[src/rtl/force_spike_pkg.sv]
// -----------------------------------------------------------------------------
// force_spike_pkg
// Shared constants and types for the force/rate-to-spike encoder.
//   FRAC_BITS_DEFAULT : fractional bits of the unsigned rate/accumulator format
//   ONE_Q             : the value 1.0 in that format (1 << FRAC_BITS_DEFAULT)
//   FP_*              : IEEE-754 single-precision field constants
//   enc_state_e       : integrate / refractory state of the encoder
// Optional feature macro used by the encoder: FORCE_SPIKE_REFRACTORY_EN
// -----------------------------------------------------------------------------
package force_spike_pkg;

   localparam int FRAC_BITS_DEFAULT = 16;
   localparam logic [FRAC_BITS_DEFAULT:0] ONE_Q = {1'b1, {FRAC_BITS_DEFAULT{1'b0}}};

   localparam int FP_BIAS    = 127;
   localparam int FP_EXP_MAX = 255;
   localparam int FP_MANT_W  = 23;

   typedef enum logic [0:0] {
      INTEGRATE = 1'b0,
      REFRACT   = 1'b1
   } enc_state_e;

endpackage

[src/rtl/force_spike_encoder_float_to_uq.sv]
// -----------------------------------------------------------------------------
// float_to_uq
// Combinational conversion of an IEEE-754 single into an unsigned fixed-point
// rate with FRAC_BITS fractional bits, saturated to 1.0.
//   f_i : IEEE-754 single, spikes per clock
//   q_o : unsigned rate, FRAC_BITS+1 bits (1.0 = 1 << FRAC_BITS)
// Negative values, NaN, zero and denormals map to 0; +inf and values >= 1.0
// saturate to 1.0; everything else is truncated toward zero.
// -----------------------------------------------------------------------------
module float_to_uq
   import force_spike_pkg::*;
#(
   parameter int FRAC_BITS = FRAC_BITS_DEFAULT
) (
   input  logic [31:0]        f_i,
   output logic [FRAC_BITS:0] q_o
);

   localparam int                  WIDE_W = FP_MANT_W + 1 + FRAC_BITS;
   localparam logic [FRAC_BITS:0]  ONE    = {1'b1, {FRAC_BITS{1'b0}}};

   logic                  sign_s;
   logic [7:0]            exp_s;
   logic [FP_MANT_W-1:0]  mant_s;
   logic [7:0]            shamt_s;
   logic [WIDE_W-1:0]     wide_s;

   assign sign_s = f_i[31];
   assign exp_s  = f_i[30:23];
   assign mant_s = f_i[22:0];

   // Field decode and scaling. The significand is pre-shifted left by
   // FRAC_BITS so the right shift (150 - exp) is never negative for any
   // exponent below the bias, whatever FRAC_BITS is.
   always_comb begin
      q_o     = '0;
      shamt_s = 8'd0;
      wide_s  = '0;
      if (sign_s || (exp_s == 8'd0)) begin
         q_o = '0;
      end else if (exp_s == 8'(FP_EXP_MAX)) begin
         q_o = (mant_s == '0) ? ONE : '0;
      end else if (exp_s >= 8'(FP_BIAS)) begin
         q_o = ONE;
      end else begin
         shamt_s = 8'(FP_BIAS + FP_MANT_W) - exp_s;
         wide_s  = {1'b1, mant_s, {FRAC_BITS{1'b0}}} >> shamt_s;
         // value is < 1.0 here, so only the low FRAC_BITS+1 bits can be set
         q_o     = (FRAC_BITS + 1)'(wide_s);
      end
   end

endmodule

[src/rtl/force_spike_encoder.sv]
// -----------------------------------------------------------------------------
// force_spike_encoder
// Integrate-and-fire encoder turning a float firing rate into a spike train
// and a per-frame spike count in the muscle's spike-count input format.
//   clk          : system clock
//   reset        : synchronous active-high reset
//   en           : integrate enable, low freezes the accumulator
//   f_rate       : IEEE-754 single, spikes per clock
//   frame_tick   : one-cycle pulse closing the current counting frame
//   o_spike      : registered one-cycle spike
//   o_spike_cnt  : spike count of the last closed frame (saturating)
//   o_cnt_valid  : one-cycle pulse when o_spike_cnt updates
// Optional feature: define FORCE_SPIKE_REFRACTORY_EN to add a hold-off of
// REFRACT_CYCLES enabled cycles after each spike.
// -----------------------------------------------------------------------------
module force_spike_encoder
   import force_spike_pkg::*;
#(
   parameter int FRAC_BITS      = FRAC_BITS_DEFAULT,
   parameter int CNT_W          = 32,
   parameter int REFRACT_CYCLES = 3
) (
   input  logic             clk,
   input  logic             reset,
   input  logic             en,
   input  logic [31:0]      f_rate,
   input  logic             frame_tick,
   output logic             o_spike,
   output logic [CNT_W-1:0] o_spike_cnt,
   output logic             o_cnt_valid
);

   localparam int                 ACC_W = FRAC_BITS + 2;
   localparam logic [ACC_W-1:0]   ONE_W = {2'b01, {FRAC_BITS{1'b0}}};

   // Saturating add of a single spike to the frame counter.
   function automatic logic [CNT_W-1:0] sat_inc(input logic [CNT_W-1:0] c,
                                                input logic             s);
      if (s && (c != {CNT_W{1'b1}})) begin
         return c + {{(CNT_W-1){1'b0}}, 1'b1};
      end else begin
         return c;
      end
   endfunction

   logic [FRAC_BITS:0] rate_s;
   logic [FRAC_BITS:0] rate_q;
   logic [ACC_W-1:0]   acc_q;
   logic [ACC_W-1:0]   acc_d;
   logic [ACC_W-1:0]   sum_s;
   logic               spike_nxt_s;
   logic               integrate_s;
   logic [CNT_W-1:0]   cnt_q;
   logic [CNT_W-1:0]   cnt_inc_s;
   logic               spike_q;
   logic [CNT_W-1:0]   spike_cnt_q;
   logic               cnt_valid_q;

   float_to_uq #(
      .FRAC_BITS (FRAC_BITS)
   ) u_float_to_uq (
      .f_i (f_rate),
      .q_o (rate_s)
   );

`ifdef FORCE_SPIKE_REFRACTORY_EN
   localparam int RC_W = (REFRACT_CYCLES > 1) ? $clog2(REFRACT_CYCLES) : 1;

   enc_state_e       state_q;
   enc_state_e       state_d;
   logic [RC_W-1:0]  rcnt_q;
   logic [RC_W-1:0]  rcnt_d;

   assign integrate_s = (state_q == INTEGRATE);

   // Refractory state machine next state; REFRACT_CYCLES == 0 never leaves
   // INTEGRATE, matching the build without the feature.
   always_comb begin
      state_d = state_q;
      rcnt_d  = rcnt_q;
      case (state_q)
         INTEGRATE: begin
            if (spike_nxt_s && (REFRACT_CYCLES != 0)) begin
               state_d = REFRACT;
               rcnt_d  = RC_W'(REFRACT_CYCLES - 1);
            end else begin
               state_d = INTEGRATE;
            end
         end
         REFRACT: begin
            if (rcnt_q == '0) begin
               state_d = INTEGRATE;
            end else if (en) begin
               rcnt_d = rcnt_q - {{(RC_W-1){1'b0}}, 1'b1};
            end else begin
               rcnt_d = rcnt_q;
            end
         end
         default: begin
            state_d = INTEGRATE;
            rcnt_d  = '0;
         end
      endcase
   end

   // Refractory state and hold-off counter registers.
   always_ff @(posedge clk) begin
      if (reset) begin
         state_q <= INTEGRATE;
         rcnt_q  <= '0;
      end else begin
         state_q <= state_d;
         rcnt_q  <= rcnt_d;
      end
   end
`else
   assign integrate_s = 1'b1;
`endif

   // Phase accumulator: acc stays below 1.0, so at most one spike per clock.
   always_comb begin
      sum_s       = acc_q + {1'b0, rate_q};
      spike_nxt_s = 1'b0;
      acc_d       = acc_q;
      if (en && integrate_s) begin
         if (sum_s >= ONE_W) begin
            spike_nxt_s = 1'b1;
            acc_d       = sum_s - ONE_W;
         end else begin
            acc_d       = sum_s;
         end
      end else begin
         acc_d = acc_q;
      end
   end

   // A spike on the frame-closing edge is counted into the closing frame.
   assign cnt_inc_s = sat_inc(cnt_q, spike_nxt_s);

   // Rate register, accumulator, spike output and frame counter.
   always_ff @(posedge clk) begin
      if (reset) begin
         rate_q      <= '0;
         acc_q       <= '0;
         spike_q     <= 1'b0;
         cnt_q       <= '0;
         spike_cnt_q <= '0;
         cnt_valid_q <= 1'b0;
      end else begin
         rate_q  <= rate_s;
         acc_q   <= acc_d;
         spike_q <= spike_nxt_s;
         if (frame_tick) begin
            spike_cnt_q <= cnt_inc_s;
            cnt_q       <= '0;
            cnt_valid_q <= 1'b1;
         end else begin
            cnt_q       <= cnt_inc_s;
            cnt_valid_q <= 1'b0;
         end
      end
   end

   assign o_spike     = spike_q;
   assign o_spike_cnt = spike_cnt_q;
   assign o_cnt_valid = cnt_valid_q;

endmodule
[config.mk]
export PLATFORM = sky130hd
export DESIGN_NAME = force_spike_encoder
export DESIGN_NICKNAME = d
export VERILOG_FILES = /design/src/rtl/force_spike_pkg.sv /design/src/rtl/force_spike_encoder_float_to_uq.sv /design/src/rtl/force_spike_encoder.sv
export SDC_FILE = /design/constraint.sdc
export NUM_CORES = 1
export LEC_CHECK = 0
export ABC_AREA = 1
export BUFFER_PORTS_ARGS = -buffer_cell sky130_fd_sc_hd__buf_2
export CORE_MARGIN = 2
export CORE_UTILIZATION = 55
export CTS_BUF_LIST = sky130_fd_sc_hd__clkbuf_16
export DETAILED_ROUTE_END_ITERATION = 16
export PLACE_DENSITY = 0.76
export SLEW_MARGIN = 20
export SYNTH_ARGS = -nofsm -noshare
export SYNTH_HDL_FRONTEND = slang
export SYNTH_HIERARCHICAL = 1
export SYNTH_SLANG_ARGS = --single-unit
[constraint.sdc]
create_clock -name clk -period 2.7 [get_ports clk]
set_input_delay 0.27 -clock clk [delete_from_list [all_inputs] [get_ports clk]]
set_output_delay 0.27 -clock clk [all_outputs]
set_load 0.02 [all_outputs]
# [Word-level counts from Yosys, hierarchy flattened]
# Cells that the tools add are included.
[totals] regBits=101 inputBits=36 output_inout_bits=34 word_cells=29
[classes] n_addsub=4 order_cmp=2 n_eq_ne=2 shift=1 n_mux=8 n_reduce_logical=6
[op_table] operator="$mux 17" count=3
[op_table] operator="$shr 40x8->17" count=1
[op_table] operator="$add 32x1->32 const B" count=1
[op_table] operator="$mux 32" count=1
[op_table] operator="$ne 32x32->1 const B" count=1
[op_table] operator="$logic_not 23->1" count=1
[op_table] operator="$add 18x17->18" count=1
[op_table] operator="$ge 18x17->1 const B" count=1
[op_table] operator="$mux 18" count=1
[op_table] operator="$sub 18x17->18 const B" count=1
[op_table] operator="$eq 8x8->1 const B" count=1
[op_table] operator="$ge 8x7->1 const B" count=1
[op_table] operator="$logic_not 8->1" count=1
[op_table] operator="$sub 8x8->8 const A" count=1
[op_table] operator="$reduce_or 2->1" count=2
[op_table] operator="$mux 1" count=3
[op_table] operator="$logic_and 1x1->1" count=1
[op_table] operator="$logic_or 1x1->1" count=1

# [Longest topological paths before layout]
# Gate-level depths: netlist of the first run.
[depth] word_depth=6 ltp_mapped=19 depth_no_buf=17

# [Modules after synthesis]
# The synthesis of the first run kept the hierarchy.
[by_module_without_submodules] module="force_spike_encoder" n_inst=1 cells_each=789 area_per_inst_um2=5212.5 seq_area_each_um2=2021.9
[by_module_without_submodules] module="float_to_uq" n_inst=1 cells_each=398 area_per_inst_um2=1903.1 seq_area_each_um2=0.0

# [Worst setup path after synthesis of the first run]
# No wires, ideal clock.
[synth_timing] kind="input -> register" start="input port f_rate[23]" end="register rate_q[16]" setup_time_ps=65 arrival_ps=2168 required_time_ps=2635 path_slack_ps=467 cell_stages=14 n_path_buf=3 cell_sequence="buf_6 > clkinv_1 > buf_2 > ha_1 > inv_1 > buf_1 > nand3_1 > nand3_1 > nand3_1 > a21oi_1 > nand2_1 > a21oi_1 > inv_1 > nor2_1"
[synth_via] elab_chain_cells=4 elab_cells_between_ends=9 classes_between="add/sub (1); order compare (1); eq/ne (1); shift (1); mux (2); reduce/logical (3)"
[synth_lines] element="from (decl)" line="force_spike_encoder.sv:26" source="input logic [31:0] f_rate,"
[synth_lines] element="$sub 8x8->8" line="force_spike_encoder_float_to_uq.sv:46" source="shamt_s = 8'(FP_BIAS + FP_MANT_W) - exp_s;"
[synth_lines] element="$shr 40x8->17" line="force_spike_encoder_float_to_uq.sv:47" source="wide_s = {1'b1, mant_s, {FRAC_BITS{1'b0}}} >> shamt_s;"
[synth_lines] element="$mux 17" line="force_spike_encoder_float_to_uq.sv:43" source="end else if (exp_s >= 8'(FP_BIAS)) begin"
[synth_lines] element="$mux 17" line="force_spike_encoder_float_to_uq.sv:41" source="end else if (exp_s == 8'(FP_EXP_MAX)) begin"
[synth_lines] element="to (signal assigned)" line="force_spike_encoder.sv:150" source="rate_q <= rate_s;"
[synth_lines] element="to (decl)" line="force_spike_encoder.sv:47" source="logic [FRAC_BITS:0] rate_q;"
# Parallel ways exist; a longest one is shown, timed or not.
# A chain may end at the register's enable or synchronous reset.

# [Worst setup path in the final report of the first run]
[layout_timing] start="register acc_q[0]" end="register spike_cnt_q[30] (netlist: o_spike_cnt[30])"
[layout_via] elab_chain_cells=6
[layout_lines] element="from (decl)" line="force_spike_encoder.sv:48" source="logic [ACC_W-1:0] acc_q;"
[layout_lines] element="from (signal assigned)" line="force_spike_encoder.sv:144" source="acc_q <= '0;"
[layout_lines] element="from (signal assigned)" line="force_spike_encoder.sv:151" source="acc_q <= acc_d;"
[layout_lines] element="$add 18x17->18" line="force_spike_encoder.sv:122" source="sum_s = acc_q + {1'b0, rate_q};"
[layout_lines] element="$ge 18x17->1" line="force_spike_encoder.sv:126" source="if (sum_s >= ONE_W) begin"
[layout_lines] element="$mux 1" line="force_spike_encoder.sv:126"
[layout_lines] element="$mux 1" line="force_spike_encoder.sv:125" source="if (en && integrate_s) begin"
[layout_lines] element="$logic_and 1x1->1" line="force_spike_encoder.sv:39" source="if (s && (c != {CNT_W{1'b1}})) begin"
[layout_lines] element="$mux 32" line="force_spike_encoder.sv:39"
[layout_lines] element="to (signal assigned)" line="force_spike_encoder.sv:154" source="spike_cnt_q <= cnt_inc_s;"
[layout_lines] element="to (decl)" line="force_spike_encoder.sv:56" source="logic [CNT_W-1:0] spike_cnt_q;"
# Every way passes these cells.

==> results.json, run 1 <==
{
  "status": "completed",
  "via_count": 7476,
  "fin_nets": 1300,
  "total_power_uw": 3520,
  "layout_min_cycle_time_ns": 2.49,
  "ys_async_sr_fraction": 0,
  "track_usage": 0.268,
  "die-area_sq_mm": 0.0139,
  "startpoint_type": "flip-flop",
  "clockBufferDepth": 2,
  "worst_pin_slew_ns": 0.606,
  "post_cts.repair.setup_buffers": 0,
  "core.rowCount": 41,
  "max_clock_freq_ghz": 0.402,
  "rsz0062_at_grt": "false",
  "synth_ff_type": "dfxtp_1",
  "grt_pass1_wl_mm": 31.3,
  "first_pass_iters": 7,
  "cts_buffers": 9,
  "synth_seq_area_share": 0.284,
  "synth_nets": 1244,
  "syn_to_final_growth_pct": 11.5,
  "finalSetupViolCount": 0,
  "hold_viol_final": 0,
  "start_util": 0.564,
  "drt-wirelength-per-cell_um": 12.6,
  "ir_drop_uv": 309,
  "grt_pass1_vias": 6656,
  "route.detailed.drc": 0,
  "cp_common_cell": "nand2_1",
  "crit_required_ns": 2.95,
  "synth-edff-count": 0,
  "cp_max_fo": 24,
  "drt_iter0_markers": 654,
  "grt_max_degree": 35,
  "chipHeight_um": 118,
  "maxCapViolations": 0,
  "cts_root_buffer": "clkbuf_16",
  "slowest_delay_ns": 0.43,
  "powerDensity_mw_per_mm2": 444,
  "critical_path.cell_chain": "ha_1 > fa_1 > nand2_1 > nand2_1 > nand3_1 > nand2_2 > nand3_2 > nand2_1 > nand2_1 > nand3_2 > nand2_4 > buf_12 > nand2_1 > nand2_1 > nand2_1 > nand2_1 > nand2_1",
  "slowest_stage": "fa_1",
  "antenna_cells": 0,
  "wirelength_mm": 17.9,
  "syn_inst": 1187,
  "clock-sinks": 101,
  "cp.arrival_ns": 2.74,
  "io_pins": 70,
  "worstSkewPairLatency_ns": 0.35,
  "ant_nets": 0,
  "leakagePower_uw": 0.00400,
  "core_sq_mm": 0.0126,
  "path_clk_slew_ns": 0.07,
  "hold_buffers": 0,
  "min_path_type": "input pin to flip-flop",
  "slew_viol_final": 0,
  "finalWeightedCongestion": 0.963,
  "cts_tree": "yes",
  "tns_ns": 0,
  "postCtsResizedCells": 0,
  "avgViaCountPerCell": 5.26,
  "dp_hpwl_mm": 13.4,
  "portBuffers": 69,
  "cp-end-kind": "flip-flop",
  "yosys_warnings": 6,
  "grt-ovfl-total": 0,
  "ys_types": 46,
  "slew_headroom": 0.596,
  "drive_gt1_frac": 0.123,
  "cts_max_level": 3,
  "postSynthAreaPerCell_sq_um": 5.99,
  "skew_ns": 0.00946,
  "antenna_found_initial": 0,
  "die_x_um": 118,
  "finalCritPeriodShare": 0.922,
  "worst-setup-path-type": "flip-flop to flip-flop",
  "synth-seq-cells": 101,
  "syn-cell-area_sq_mm": 0.00712
}
-- routing by layer --
| layer | track usage | wire (um) | part of all wire |
|---|---|---|---|
| met2 | 0.390 | 7430 | 0.42 |
| met4 | 0.0678 | 267 | 0.015 |
| met1 | 0.404 | 9220 | 0.52 |
| met5 | 0 | 0 | 0 |
| met3 | 0.0489 | 976 | 0.055 |
-- report_power, final --
part,switching (uW),leakage [uW],internal [uW]
clock,581,0.000148,731
sequential,14.3,0.000818,1510
combinational,457,0.00303,228
-- cell families (layout without fill, tap and decap cells) --
group                      Yosys count  after routing  synth area share
buffers and inverters              177            238             0.106
xor gates and xnor gates            11             11            0.0135
and+or+nand+nor                    775            775             0.478
AOI/OAI and AO/OA                  102            102            0.0805
adders and majority gates           21             21            0.0380
DFF                                101            101             0.284
-- cells in the mapped netlist, types with 4 or more instances --
cell type,number,area share
nand2_1,390,0.21
nand3_1,194,0.14
inv_1,124,0.065
nor2_1,121,0.064
dfxtp_1,101,0.28
a21oi_1,42,0.030
o21ai_0,32,0.023
ha_1,20,0.035
clkbuf_1,18,0.0095
nand2_2,15,0.013
nand4_1,12,0.011
nand3_2,10,0.014
buf_2,8,0.0056
buf_6,8,0.013
buf_1,7,0.0037
inv_2,7,0.0037
nor2_2,7,0.0062
nor3_1,7,0.0049
nor4_1,7,0.0062
a21boi_1,6,0.0063
xor2_1,6,0.0074
o21ai_1,5,0.0035
xnor2_1,5,0.0062
o211ai_1,4,0.0042
-- cell usage in the layout, fill, tap and decap left out, types with 7 or more instances in the layout --
master / netlist / routed
a21oi_1: 42 / 42
buf_2: 8 / 69
buf_4: 2 / 16
clkbuf_16: 0 / 9
dfxtp_1: 101 / 101
ha_1: 20 / 20
inv_1: 124 / 124
inv_2: 7 / 7
nand2_1: 390 / 390
nand2_2: 15 / 15
nand3_1: 194 / 194
nand3_2: 10 / 10
nand4_1: 12 / 12
nor2_1: 121 / 119
nor2_2: 7 / 9
nor3_1: 7 / 7
nor4_1: 7 / 7
o21ai_0: 32 / 32
-- flip-flops by register name, summed over array words and instances (netlist names) --
signal,flops
acc_q,18
cnt_q,32
o_cnt_valid,1
o_spike_cnt,32
rate_q,17
o_spike,1
-- area by class of cell --
cell class,count,area [sq um]
Fill cell,1286,4690
Inverter,133,499
Multi-Input combinational cell,909,4350
Sequential cell,101,2020
Clock inverter,7,80.1
Tap cell,172,215
Timing Repair Buffer,89,546
Clock buffer,9,225
-- stage by stage --
stage                     hold WS [ns]  instances  cell area (sq um)  setup WS, ns   util
after floorplan                  0.447       1187               7120         0.467      -
after global placement           0.432       1404               7630         0.318  0.604
after detailed placement         0.434       1404               7630         0.265  0.604
after CTS                        0.277       1420               7930         0.229  0.629
after global routing             0.322       1420               7930      0.000500  0.629
final                            0.294       1420               7930         0.211  0.629
-- final timing paths --
kind	slack, ns	cells after the start	startpoint	endpoint
max	0.21	17	acc_q[0]	o_spike_cnt[30]
min	0.29	6	f_rate[31]	rate_q[16]
max reg2reg	0.21	17	acc_q[0]	o_spike_cnt[30]
min reg2reg	0.45	2	o_spike_cnt[22]	o_spike_cnt[22]
-- critical path, delay by kind of cell (launching register included) --
kind	cells	cell delay, ns
adders and majority gates	2	0.67
DFF	1	0.32
buffers and inverters	1	0.19
and+or+nand+nor	14	1.21
Power figures use the tool's default switching activity.
==> inputs of run 2 (changes only) <==
--- a/config.mk
+++ b/config.mk
@@ -5,8 +5,8 @@
 export SDC_FILE = /design/constraint.sdc
 export NUM_CORES = 1
 export LEC_CHECK = 0
-export ABC_AREA = 1
 export BUFFER_PORTS_ARGS = -buffer_cell sky130_fd_sc_hd__buf_2
+export CAP_MARGIN = 10
 export CORE_MARGIN = 2
 export CORE_UTILIZATION = 55
 export CTS_BUF_LIST = sky130_fd_sc_hd__clkbuf_16
==> run 2 against run 1 <==
Compared with the run above:
- the run now ends with negative setup slack left
- synthesized cell count down 25%
- register-to-register slack got worse by 0.29 ns
- final area grew 17%
- hold slack lost 0.049 ns
- maximum frequency fell by 11%
- clock skew up 0.0019 ns
- sequential power hardly changed
- via count grew 1.3%
- sequential share of layout area down 3.7 points
- critical path type unchanged
==> results.json, run 2 <==
{
  "clock-sinks": 101,
  "finalWeightedCongestion": 0.986,
  "layout_min_cycle_time_ns": 2.78,
  "ys_async_sr_fraction": 0,
  "powerDensity_mw_per_mm2": 398,
  "core.rowCount": 42,
  "cp.arrival_ns": 3.03,
  "dp_hpwl_mm": 14.9,
  "portBuffers": 69,
  "post-place-cells": 1163,
  "holdPathStages": 3,
  "die_x_um": 120,
  "synth_ff_type": "dfxtp_1",
  "track_usage": 0.286,
  "avgViaCountPerCell": 6.33,
  "cts_root_buffer": "clkbuf_16",
  "stdcell_area_sq_mm": 0.00932,
  "ys_types": 88,
  "io_pins": 70,
  "syn-cell-area_sq_mm": 0.00743,
  "cts_buffers": 9,
  "synth_nets": 945,
  "synth_seq_area_share": 0.272,
  "max_clock_freq_ghz": 0.359,
  "synth-edff-count": 0,
  "leakagePower_uw": 0.00362,
  "fin_cells": 1196,
  "clockBufferDepth": 2,
  "startpoint_type": "flip-flop",
  "postSynthAreaPerCell_sq_um": 8.37,
  "syn_to_final_growth_pct": 25.4,
  "synth_commonest_cells": "dfxtp_1, nand2_1, a21oi_1",
  "route.detailed.drc": 0,
  "fin_nets": 1072,
  "grt_pass1_vias": 6754,
  "crit_required_ns": 2.95,
  "slowest_stage": "or4b_1",
  "chipHeight_um": 120,
  "synth_area_leaders": "dfxtp_1, a21oi_1, mux2i_1",
  "grt_pass1_wl_mm": 33.7,
  "antenna_cells": 0,
  "core_sq_mm": 0.0132,
  "dpl_cell_area_sq_mm": 0.00841,
  "first_pass_iters": 6,
  "reg2reg_depth": 10,
  "critical_path.cell_chain": "ha_4 > a21oi_1 > o21ai_2 > or4b_1 > o211a_1 > and2_4 > o21ai_4 > buf_12 > nor3_2 > a221o_1",
  "antenna_found_initial": 0,
  "ir_drop_uv": 371,
  "synth-seq-cells": 101,
  "cts_max_level": 3,
  "ant_nets": 0,
  "grt_max_degree": 57,
  "min_path_type": "input pin to flip-flop",
  "worst-setup-path-type": "flip-flop to flip-flop",
  "hold_buffers": 0,
  "synth.most_common_cell": "dfxtp_1",
  "status": "finished, violations left",
  "rsz0062_at_grt": "true",
  "yosys_warnings": 6,
  "skew_ns": 0.0113,
  "drt_iter0_markers": 851,
  "slowest_delay_ns": 0.49,
  "synth_top_cell_area_share": 0.272,
  "synth_top_area_cell": "dfxtp_1",
  "finalSetupViolCount": 22,
  "start_util": 0.561,
  "hold_viol_final": 0,
  "drive_gt1_frac": 0.312,
  "failed_checks": "negative setup slack",
  "cp-end-kind": "flip-flop",
  "die-area_sq_mm": 0.0145,
  "drt-wirelength-per-cell_um": 18.3,
  "path_clk_slew_ns": 0.07,
  "maxCapViolations": 0,
  "layout_common_cells": "buf_4, dfxtp_1, nand2_1",
  "cts_tree": "yes",
  "grt-ovfl-total": 0,
  "worstSkewPairLatency_ns": 0.36,
  "finalWorstSetupSlack_ns": -0.0828,
  "finalCritPeriodShare": 1.03,
  "slew_viol_final": 0,
  "syn_inst": 888,
  "cp_max_fo": 13,
  "wirelength_mm": 21.8,
  "worst_pin_slew_ns": 0.734,
  "via_count": 7572,
  "slew_headroom": 0.511,
  "final_common_cell": "buf_4"
}
[run 2: cell count changes after synthesis, moves of 14 or more]
| cell | previous run | this run |
|---|---|---|
| nand3_1 | 194 | 41 |
| mux2_2 | 0 | 17 |
| inv_1 | 124 | 24 |
| mux4_2 | 0 | 14 |
| nor2b_1 | 0 | 21 |
| nand2_1 | 390 | 77 |
| a21oi_1 | 42 | 68 |
| clkbuf_1 | 18 | 32 |
| a211oi_1 | 0 | 16 |
| nand2_2 | 15 | 0 |
| nor2_1 | 121 | 67 |
| mux2i_1 | 0 | 33 |
[run 2: routing by layer]
layer	GRT usage	vias up	wire (um)	share of wire
li1	-	3606	-	-
met1	0.404	3551	9650	0.44
met2	0.441	360	10100	0.46
met3	0.0410	55	1490	0.068
met4	0.111	0	549	0.025
met5	0	-	0	0
[run 2: logic make-up (layout without fill, tap and decap cells)]
| group | Yosys count | count (layout) | synth area share |
|---|---|---|---|
| and+or+nand+nor | 328 | 328 | 0.232 |
| AOI/OAI and AO/OA | 252 | 252 | 0.238 |
| DFF | 101 | 101 | 0.272 |
| buffers and inverters | 89 | 221 | 0.0588 |
| muxes | 68 | 68 | 0.124 |
| xor gates and xnor gates | 29 | 29 | 0.0392 |
| adders and majority gates | 21 | 21 | 0.0364 |
[run 2: where the power goes]
part | leakage, uW | switching [uW] | total, uW | internal [uW]
Sequential | 0.000819 | 8.78 | 1510 | 1500
Combinational | 0.00265 | 446 | 771 | 325
Clock | 0.000155 | 607 | 1430 | 825
Total | 0.00362 | 1060 | 3710 | 2650
[run 2: critical path, delay by kind of cell (launching register included)]
kind            cells  cell delay, ns
compound gates      5            1.12
fa+ha+maj           1            0.24
buf+inv             1            0.17
flops               1            0.38
simple gates        3            0.76
[run 2: what timing repair did]
item                       4_1_cts  5_1_grt
cloned                           1        1
pin swaps                        9       38
setup endpoints to repair       57       60
resized for setup               24       64
setup buffers                    3       13
[run 2: area by class of cell]
class / instances / area (sq um)
Inverter: 25 / 93.8
Multi-Input combinational cell: 698 / 5380
Clock inverter: 7 / 104
Fill cell: 998 / 3920
Tap cell: 176 / 220
Sequential cell: 101 / 2030
Clock buffer: 9 / 225
Timing Repair Buffer: 180 / 1260
[run 2: path summary, 6_finish.rpt]
kind | startpoint | end | slack, ns
hold / removal | en | acc_q[17] | 0.24
setup / recovery | rate_q[11] | o_spike_cnt[14] | -0.08
setup reg to reg | rate_q[11] | o_spike_cnt[14] | -0.08
hold reg to reg | o_spike_cnt[1] | o_spike_cnt[1] | 0.45
[run 2: stage by stage]
stage	power (uW)	TNS, ns	setup slack, ns	hold slack, ns	utilization
2_1_floorplan	2050	0	0.00582	0.450	-
3_3_place_gp	2280	-0.186	-0.0302	0.431	0.635
3_5_place_dp	2280	-2.11	-0.136	0.450	0.635
4_1_cts	3700	-0.208	-0.0468	0.236	0.674
5_1_grt	3840	-4.68	-0.162	0.255	0.704
6_report	3710	-0.812	-0.0828	0.245	0.704
